<file path="src/rtl/mul_div_pkg.sv">
// Shared definitions for the RV32M multiply/divide unit: op codes, FSM states, width.
package mul_div_pkg;

  localparam int unsigned XLEN_DEFAULT = 32;

  localparam logic [3:0] OP_NONE   = 4'b0000;
  localparam logic [3:0] OP_MUL    = 4'b0011;
  localparam logic [3:0] OP_MULH   = 4'b0101;
  localparam logic [3:0] OP_MULHSU = 4'b0110;
  localparam logic [3:0] OP_MULHU  = 4'b0111;
  localparam logic [3:0] OP_DIV    = 4'b1001;
  localparam logic [3:0] OP_DIVU   = 4'b1011;
  localparam logic [3:0] OP_REM    = 4'b1101;
  localparam logic [3:0] OP_REMU   = 4'b1111;

  typedef enum logic [2:0] {
    S_IDLE,
    S_MUL,
    S_DIV,
    S_FIX,
    S_DONE
  } state_e;

  // True for the eight RV32M codes; everything else (including OP_NONE) is ignored.
  function automatic logic is_valid_op(input logic [3:0] op);
    case (op)
      OP_MUL, OP_MULH, OP_MULHSU, OP_MULHU,
      OP_DIV, OP_DIVU, OP_REM, OP_REMU: return 1'b1;
      default:                          return 1'b0;
    endcase
  endfunction

endpackage

</file>
<file path="src/rtl/mul_div_divider.sv">
// Iterative unsigned restoring divider: one quotient bit per clock after load.
module mul_div_divider
  import mul_div_pkg::*;
#(
  parameter int unsigned XLEN = XLEN_DEFAULT
) (
  input  logic            clk,
  input  logic            rst_n,
  input  logic            load,
  input  logic [XLEN-1:0] dividend,
  input  logic [XLEN-1:0] divisor,
  output logic [XLEN-1:0] quotient,
  output logic [XLEN-1:0] remainder,
  output logic            last
);

  localparam int unsigned CW = $clog2(XLEN + 1);

  logic [XLEN-1:0] quo_q, quo_d;
  logic [XLEN-1:0] rem_q, rem_d;
  logic [XLEN-1:0] dvs_q, dvs_d;
  logic [CW-1:0]   cnt_q, cnt_d;
  logic [XLEN:0]   shifted;
  logic [XLEN:0]   diff;

  // Shift in the next dividend bit and trial-subtract; borrow keeps the shifted value.
  always_comb begin
    quo_d   = quo_q;
    rem_d   = rem_q;
    dvs_d   = dvs_q;
    cnt_d   = cnt_q;
    shifted = {rem_q, quo_q[XLEN-1]};
    diff    = shifted - {1'b0, dvs_q};
    if (load) begin
      quo_d = dividend;
      rem_d = '0;
      dvs_d = divisor;
      cnt_d = CW'(XLEN);
    end else if (cnt_q != '0) begin
      cnt_d = cnt_q - CW'(1);
      if (diff[XLEN]) begin
        rem_d = shifted[XLEN-1:0];
        quo_d = {quo_q[XLEN-2:0], 1'b0};
      end else begin
        rem_d = diff[XLEN-1:0];
        quo_d = {quo_q[XLEN-2:0], 1'b1};
      end
    end
  end

  // Divider datapath registers.
  always_ff @(posedge clk) begin
    if (!rst_n) begin
      quo_q <= '0;
      rem_q <= '0;
      dvs_q <= '0;
      cnt_q <= '0;
    end else begin
      quo_q <= quo_d;
      rem_q <= rem_d;
      dvs_q <= dvs_d;
      cnt_q <= cnt_d;
    end
  end

  assign quotient  = quo_q;
  assign remainder = rem_q;
  assign last      = (cnt_q == CW'(1));

endmodule

</file>
<file path="src/rtl/mul_div_unit.sv">
// RV32M execute-stage unit: 2-cycle multiply, 34-cycle divide, 1-cycle special cases.
module mul_div_unit
  import mul_div_pkg::*;
#(
  parameter int unsigned XLEN = XLEN_DEFAULT
) (
  input  logic            clk,
  input  logic            rst_n,
  input  logic            start,
  input  logic [3:0]      mul_div_op,
  input  logic [XLEN-1:0] rs1,
  input  logic [XLEN-1:0] rs2,
  input  logic            flush,
  output logic            ready,
  output logic            busy,
  output logic            done,
  output logic [XLEN-1:0] result
);

  localparam int unsigned   PW      = 2 * XLEN;
  localparam int unsigned   CNTW    = $clog2(XLEN);
  localparam logic [XLEN-1:0] INT_MIN = {1'b1, {(XLEN-1){1'b0}}};

  state_e          state_q;
  logic            done_q;
  logic [XLEN-1:0] result_q;
  logic [CNTW-1:0] cnt_q;
  logic [3:0]      op_q;
  logic [XLEN-1:0] a_q, b_q;
  logic            q_neg_q, r_neg_q;

  logic            accept, op_is_div, op_signed_div, op_is_rem;
  logic            div_by_zero, div_ovf;
  logic [XLEN-1:0] special_res, a_mag, b_mag;
  logic            a_sgn, b_sgn;
  logic signed [XLEN:0] a_ext, b_ext;
  logic signed [PW-1:0] prod;
  logic [XLEN-1:0] mul_res, div_res;
  logic [XLEN-1:0] div_quo, div_rem;
  logic            div_last;

  assign ready = (state_q == S_IDLE) || (state_q == S_DONE);
  assign busy  = ~ready;

  // Acceptance decode, special-case detection, operand magnitudes and result shaping.
  always_comb begin
    op_is_div     = mul_div_op[3];
    op_signed_div = op_is_div & ~mul_div_op[1];
    op_is_rem     = mul_div_op[2];
    accept        = start & ready & is_valid_op(mul_div_op) & ~flush;
    div_by_zero   = (rs2 == '0);
    div_ovf       = op_signed_div & (rs1 == INT_MIN) & (rs2 == '1);
    if (div_by_zero) special_res = op_is_rem ? rs1 : '1;
    else             special_res = op_is_rem ? '0  : rs1;
    a_mag = (op_signed_div & rs1[XLEN-1]) ? ('0 - rs1) : rs1;
    b_mag = (op_signed_div & rs2[XLEN-1]) ? ('0 - rs2) : rs2;

    a_sgn   = (op_q != OP_MULHU);
    b_sgn   = (op_q == OP_MUL) || (op_q == OP_MULH);
    a_ext   = {a_sgn & a_q[XLEN-1], a_q};
    b_ext   = {b_sgn & b_q[XLEN-1], b_q};
    prod    = PW'(a_ext) * PW'(b_ext);
    mul_res = (op_q == OP_MUL) ? prod[XLEN-1:0] : prod[PW-1:XLEN];

    if (op_q[2]) div_res = r_neg_q ? ('0 - div_rem) : div_rem;
    else         div_res = q_neg_q ? ('0 - div_quo) : div_quo;
  end

  mul_div_divider #(
    .XLEN (XLEN)
  ) u_divider (
    .clk       (clk),
    .rst_n     (rst_n),
    .load      (accept & op_is_div),
    .dividend  (a_mag),
    .divisor   (b_mag),
    .quotient  (div_quo),
    .remainder (div_rem),
    .last      (div_last)
  );

  // Control FSM; result and done are registered and only change on entry to DONE.
  always_ff @(posedge clk) begin
    if (!rst_n) begin
      state_q  <= S_IDLE;
      done_q   <= 1'b0;
      result_q <= '0;
      cnt_q    <= '0;
      op_q     <= OP_NONE;
      a_q      <= '0;
      b_q      <= '0;
      q_neg_q  <= 1'b0;
      r_neg_q  <= 1'b0;
    end else begin
      done_q <= 1'b0;
      if (flush) begin
        state_q <= S_IDLE;
      end else begin
        case (state_q)
          S_IDLE, S_DONE: begin
            if (accept) begin
              op_q    <= mul_div_op;
              a_q     <= rs1;
              b_q     <= rs2;
              q_neg_q <= op_signed_div & (rs1[XLEN-1] ^ rs2[XLEN-1]);
              r_neg_q <= op_signed_div & rs1[XLEN-1];
              if (!op_is_div) begin
                state_q <= S_MUL;
              end else if (div_by_zero || div_ovf) begin
                state_q  <= S_DONE;
                result_q <= special_res;
                done_q   <= 1'b1;
              end else begin
                state_q <= S_DIV;
                cnt_q   <= CNTW'(XLEN - 1);
              end
            end else begin
              state_q <= S_IDLE;
            end
          end
          S_MUL: begin
            state_q  <= S_DONE;
            result_q <= mul_res;
            done_q   <= 1'b1;
          end
          S_DIV: begin
            cnt_q <= cnt_q - CNTW'(1);
            if (div_last) state_q <= S_FIX;
          end
          S_FIX: begin
            state_q  <= S_DONE;
            result_q <= div_res;
            done_q   <= 1'b1;
          end
          default: state_q <= S_IDLE;
        endcase
      end
    end
  end

  assign done   = done_q;
  assign result = result_q;

endmodule
</file>
<file path="config.mk">
export PLATFORM = sky130hd
export DESIGN_NAME = mul_div_unit
export DESIGN_NICKNAME = d
export VERILOG_FILES = /design/src/rtl/mul_div_pkg.sv /design/src/rtl/mul_div_divider.sv /design/src/rtl/mul_div_unit.sv
export SDC_FILE = /design/constraint.sdc
export NUM_CORES = 2
export LEC_CHECK = 0
export ABC_AREA = 1
export ABC_CLOCK_PERIOD_IN_PS = 10600
export CAP_MARGIN = 5
export CORE_MARGIN = 2
export CORE_UTILIZATION = 45
export DETAILED_ROUTE_END_ITERATION = 16
export PLACE_DENSITY_LB_ADDON = 0.25
export SETUP_SLACK_MARGIN = 0.1
export SLEW_MARGIN = 10
export SYNTH_ARGS = -nofsm -noshare
export SYNTH_HDL_FRONTEND = slang
export SYNTH_HIERARCHICAL = 1
export SYNTH_SLANG_ARGS = --single-unit
</file>
<file path="constraint.sdc">
create_clock -name clk -period 10.6 [get_ports clk]
set_input_delay 2.12 -clock clk [delete_from_list [all_inputs] [get_ports clk]]
set_output_delay 2.12 -clock clk [all_outputs]
set_load 0.005 [all_outputs]
</file>
* Word-level counts from Yosys, hierarchy flattened *
Memory sizes are Yosys's and may differ from the RTL's.
Cells that the tools add are included.

cells by class
  add/subtract/negate cells = 6
  multiply operators = 1
  eq/ne operators = 14
  multiplexer cells = 28
  bitwise operators = 17
  reduce and logical (&&, ||, !) cells = 14

operators by type and width
  kind                     number
  $mux W32                 15
  $sub A1 B32 Y32 const A  4
  $pmux W32 S3             1
  $eq A32 B32 Y1 const B   2
  $mul A33 B33 Y64         1
  $sub A33 B32 Y33         1
  $logic_not A32 Y1        1
  $and A1 B1 Y1            12
  $mux W3                  4
  $mux W6                  2
  $pmux W3 S3              1
  $ne A2 B2 Y1 const B     4
  $reduce_or A2 Y1         4
  $eq A3 B2 Y1 const B     2
  $eq A6 B1 Y1 const B     1
  $reduce_bool A6 Y1       1
  $sub A6 B1 Y6 const B    1
  $reduce_and A5 Y1        1
  $eq A4 B2 Y1 const B     1
  $eq A4 B3 Y1 const B     1
  $mux W1                  4
  $ne A4 B3 Y1 const B     1
  $not A1 Y1               4
  $eq A3 B1 Y1 const B     1
  other kinds (8)          10

word-level totals
  bits in registers = 208
  bits in read-only memories = 16
  input bits = 72
  output and inout port bits = 35
  logic and storage cells = 94
  memories kept = 1

memory list
  memory            words  bits a word  read ports  clocked after Yosys merged registers in  write ports  RTL line           source
  (name not given)  16     1            1           0                                        0            mul_div_pkg.sv:26  case (op)

* Depth between registers and ports, before layout *
  depth in word-level cells = 9
  depth in mapped cells = 40
  gate-level depth less buffers = 39

* Cells and area by module *
The synthesis kept the hierarchy.

by module, submodules not included
  module           times used  cells an instance  area each (µm²)  sequential area each (µm²)
  mul_div_unit     1           6496               48375.1          2122.0
  mul_div_divider  1           1132               6842.8           2042.0

* Worst setup path before layout *
Ideal clock, no wire load.

  path kind = register to register
  start point = register op_q[2]
  end point = register result_q[21], in the netlist result[21]
  setup time = 70 ps
  arrival time = 7508 ps
  data required time = 10530 ps
  path slack = 3021 ps
  cell stages (with the launch flop) = 30
  buffers on the path = 3
  period minus slack after synthesis = 7579 ps
  path through = dfxtp_1 -> clkbuf_1 -> clkbuf_1 -> clkbuf_1 -> a31oi_1 -> fa_1 -> fa_1 -> fa_1 -> fa_1 -> inv_1 -> fa_1 -> fa_1 -> fa_1 -> fa_1 -> inv_1 -> ha_1 -> nand2_1 -> nor2_1 -> inv_1 -> nor2_1 -> inv_1 -> nor4_1 -> nand2_1 -> nand3_1 -> nand2_1 -> nand3_1 -> nand3_1 -> nand2_1 -> nand2_1 -> a21oi_1

between the ends
  cells in the longest elaborated chain, start to end = 6
  elaborated cells between the ends (all ways) = 10
  classes of those cells = mul (1); eq/ne (3); mux (3); bitwise (2); reduce/logical (1)

RTL lines
  what                                          RTL line                                source
  start: declaration                            mul_div_unit.sv:28                      logic [3:0] op_q;
  start signal: assignment                      mul_div_unit.sv:102                     op_q <= mul_div_op;
  $eq A4 B2 Y1 or $eq A4 B3 Y1 (tied branches)  mul_div_unit.sv:59, mul_div_unit.sv:63
  $logic_or A1 B1 Y1                            mul_div_unit.sv:59                      b_sgn = (op_q == OP_MUL) || (op_q == OP_MULH);
  $and A1 B1 Y1                                 mul_div_unit.sv:61                      b_ext = {b_sgn & b_q[XLEN-1], b_q};
  $mul A33 B33 Y64                              mul_div_unit.sv:62                      prod = PW'(a_ext) * PW'(b_ext);
  $mux W32                                      mul_div_unit.sv:63                      mul_res = (op_q == OP_MUL) ? prod[XLEN-1:0] : prod[PW-1:XLEN];
  $pmux W32 S3 *                                mul_div_unit.sv:99                      case (state_q)
  end signal: assignment                        mul_div_unit.sv:111                     result_q <= special_res;
  end signal: assignment                        mul_div_unit.sv:123                     result_q <= mul_res;
  end signal: assignment                        mul_div_unit.sv:132                     result_q <= div_res;
  end: declaration                              mul_div_unit.sv:26                      logic [XLEN-1:0] result_q;

Mark *: on every way between the ends. The rest lies on a longest branch, timed or not.
A chain may end at the register's enable or synchronous reset.

* Final worst setup path *
  start point = register op_q[2]
  end point = register result_q[31], in the netlist result[31]

Same word-level chain as after synthesis.

==> flow_metrics.env <==
export IMPL_status="finished, final reports clean"
export IMPL_hold_class="flip-flop to flip-flop"
export IMPL_fin_crit_ns=9.13
export IMPL_overflow=0
export IMPL_synth_compound_area_frac=0.0764
export IMPL_grt_pass1_vias=49300
export IMPL_avgViaCountPerCell=5.29
export IMPL_synth_top_family_by_area="adder cells"
export IMPL_vdd_drop_max_uv=312
export IMPL_cts_setup_buffers=0
export IMPL_worstMarginPinSlew_ns=1.14
export IMPL_hp_start="u_divider/dvs_q[22]"
export IMPL_vias=48400
export IMPL_synthSimpleGateAreaFrac=0.209
export IMPL_wl_per_cell_um=20.4
export IMPL_worst_slack_ns=1.47
export IMPL_seq_area_frac_synth=0.0754
export IMPL_tritoncts="done"
export IMPL_holdWs_ns=0.464
export IMPL_postSynthCellCount=7628
export IMPL_clkPwrFrac=0.196
export IMPL_place_hpwl_um=156000
export IMPL_crit_slowest_cell="fa_1"
export IMPL_rows=128
export IMPL_coreArea_mm2=0.122
export IMPL_ctsHoldBuffers=0
export IMPL_yosysWarnings=6
export IMPL_wirelength_um=187000
export IMPL_p_seq_frac=0.196
export IMPL_io_pins=107
export IMPL_grt_max_degree=67
export IMPL_drv_slew=0
export IMPL_crit_path_end_kind="flip-flop"
export IMPL_final_hold_viol_count=0
export IMPL_yosysUniqueCellTypes=54
export IMPL_netlist_area_leader_share=0.408
export IMPL_synthArstFlopShare=0
export IMPL_cts_max_level=1
export IMPL_synth_avg_cell_area_um2=7.24
export IMPL_dieWidth_um=354
export IMPL_cts_root_buf="clkbuf_16"
export IMPL_finalNonFillerCells=9150
export IMPL_reg2reg_to="result[31]"
export IMPL_start_util=0.454
export IMPL_finalSetupViolCount=0
export IMPL_area_growth_pct=6.19
export IMPL_reg2reg_slack_ns=1.47
export IMPL_cp_arrival_ns=9.65
export IMPL_worst_slew_margin_rel=0.241
export IMPL_cts_resized=0
export IMPL_yosys_most_used_dff="dfxtp_1"
export IMPL_grt_pass1_wl_um=293000
export IMPL_drc=0
export IMPL_synthAdderAreaFrac=0.465
export IMPL_power_density_mw_per_mm2=88.2
export IMPL_crit_fanout=24
export IMPL_timing_rr_start="op_q[2]"
export IMPL_finalCritPeriodShare=0.862
export IMPL_combPwrFrac=0.608
export IMPL_synth_xor_area_share=0.0136
export IMPL_first_pass_iters=6
export IMPL_startpoint_type="flip-flop"
export IMPL_max_freq_mhz=109
export IMPL_path_clk_slew_ns=0.07
export IMPL_path_depth=28
export IMPL_syn_nets=9077
export IMPL_rsz0062_at_grt="false"
export IMPL_p_int_mw=2.46
export IMPL_setup_worst_path_start="op_q[2]"
export IMPL_final_core_util=0.482
export IMPL_synth_enable_flop_cells=0
export IMPL_clk_latency_ns=0.59
export IMPL_synth_largest_area_cell="fa_1"
export IMPL_synth_area_leaders="fa_1 (41%), nand2_1 (14%), inv_1 (13%)"
export IMPL_crit_type="flip-flop to flip-flop"
export IMPL_switching_power_mw=2.71
export IMPL_path_common_cell="fa_1"
export IMPL_setup_tns_final_ns=0
export IMPL_cts_path_max_buffers=3
export IMPL_grt_usage=0.303
export IMPL_cp_top_family="adder cells"
export IMPL_drtIter0Drc=4316
export IMPL_p_leak_nw=28.8
export IMPL_cts_sinks=208
export IMPL_endpoint="result[31]"
export IMPL_netSwitchingFraction=0.525
export IMPL_synthMuxAreaShare=0
export IMPL_fin_nets=8952
export IMPL_drive_gt1_frac=0.0322
export IMPL_cts_inserted_buffers=28
export IMPL_drv_cap=0
export IMPL_place_ws_ns=1.66
export IMPL_ant_nets=0
export IMPL_place_congestion=1.03
export IMPL_yosys_register_bits=208
export IMPL_path_buf_inv=4
export IMPL_placedCellCount=9098
export IMPL_antenna_found_initial=3
export IMPL_dieArea_mm2=0.126
export IMPL_netlist_area_mm2=0.0552
export IMPL_die_height_um=354
export IMPL_io_buffers=106
export IMPL_critPathMaxStageDelay_ns=0.83
export IMPL_fin_skew_ns=0.0280
export IMPL_r2r_cells=28
export IMPL_cp_required_ns=11.12
synth_stat cells (26+ instances only):
cell type	count
nand2_1	1990
inv_1	1943
fa_1	1126
nor2_1	403
clkbuf_1	348
o21ai_0	333
a21oi_1	312
ha_1	251
nand3_1	249
dfxtp_1	208
xor2_1	60
nand4_1	56
nor3_1	49
a31oi_1	46
xnor2_1	26
cell families (layout without fill, tap and decap cells):
group           Yosys count  in the layout
simple gates           2843           2843
compound gates          784            784
xor+xnor                 86             86
fa+ha+maj              1378           1378
flops                   208            208
other cells               0              2
buf+inv                2329           2224
layout make-up:
class	instances	area, um2
fill	12500	63100
multi-input combinational	5091	42200
inverter	1949	7320
sequential	208	4170
tap	1625	2030
timing repair buffer	225	1950
clock buffer	39	823
clock inverter	11	121
antenna	2	5.00
worst reg2reg max path: cells and delay by family, from the launching register on:
kind            cells  cell delay (ns)
compound gates      6             1.53
fa+ha+maj           9             4.94
buf+inv             4             0.90
flops               1             0.75
simple gates        9             0.95
metrics by stage:
step | instance area, um2 | total power [mW]
after floorplan | 55200 | 3.21
after CTS | 58600 | 5.16
final | 58600 | 5.17
after global placement | 57700 | 4.11
after detailed placement | 57700 | 4.13
after global routing | 58600 | 5.61
per-layer routing:
| metal | track usage | routed length [um] | part of all wire |
|---|---|---|---|
| met1 | 0.432 | 81300 | 0.43 |
| met3 | 0.0316 | 13300 | 0.071 |
| met4 | 0.0808 | 5790 | 0.031 |
| met5 | 0 | 10 | 0.000053 |
| met2 | 0.492 | 86600 | 0.46 |
worst min path at each step:
stage	slack, ns	cells after the start	end
6_report	0.46	2	u_divider/dvs_q[22]
5_1_grt	0.47	2	u_divider/dvs_q[30]
4_1_cts	0.46	2	u_divider/dvs_q[22]
3_5_place_dp	0.45	2	u_divider/dvs_q[22]
3_3_place_gp	0.45	2	u_divider/dvs_q[30]
2_1_floorplan	0.43	2	u_divider/dvs_q[31]
cell usage in the layout (no fill, tap or decap), drive strengths merged, types with 2 or more instances in the layout:
| cell type | synthesis | final |
|---|---|---|
| fa | 1126 | 1126 |
| a21boi | 4 | 4 |
| nor2 | 414 | 414 |
| clkdlybuf4s50 | 0 | 105 |
| nor4 | 13 | 13 |
| a31oi | 46 | 46 |
| o31ai | 6 | 6 |
| nand2 | 2007 | 2007 |
| o211ai | 23 | 23 |
| o22ai | 4 | 4 |
| a22oi | 15 | 15 |
| o311ai | 3 | 3 |
| diode | 0 | 2 |
| xnor2 | 26 | 26 |
| or2 | 18 | 18 |
| o221ai | 2 | 2 |
| nand3 | 254 | 254 |
| o21ai | 339 | 339 |
| nand4 | 56 | 56 |
| clkinvlp | 0 | 2 |
| a21o | 3 | 3 |
| nor3 | 57 | 57 |
| nand3b | 12 | 12 |
| o21a | 3 | 3 |
| xor2 | 60 | 60 |
| clkbuf | 348 | 39 |
| clkinv | 1 | 6 |
| o41ai | 3 | 3 |
| o21bai | 12 | 12 |
| buf | 32 | 120 |
| ha | 251 | 251 |
| dfxtp | 208 | 208 |
| a21oi | 316 | 316 |
| a211oi | 3 | 3 |
| and2 | 10 | 10 |
| inv | 1948 | 1950 |
| bufinv | 0 | 2 |
power by group through the flow:
stage / sequential, mW / clock [mW] / combinational [mW]
after detailed placement: 1.03 / 0 / 3.10
after global routing: 1.02 / 1.05 / 3.53
after floorplan: 0.939 / 0 / 2.27
after CTS: 1.01 / 1.02 / 3.12
final: 1.01 / 1.01 / 3.15
after global placement: 1.03 / 0 / 3.08
sequential cells by signal, indices dropped and copies added, names as in the netlist:
name,flops
a_q,32
b_q,32
result,32
u_divider/dvs_q,32
u_divider/quotient,32
u_divider/remainder,32
u_divider/cnt_q,6
op_q,4
state_q,3
done,1
q_neg_q,1
r_neg_q,1
No activity file was read; power rests on OpenSTA's default activity.
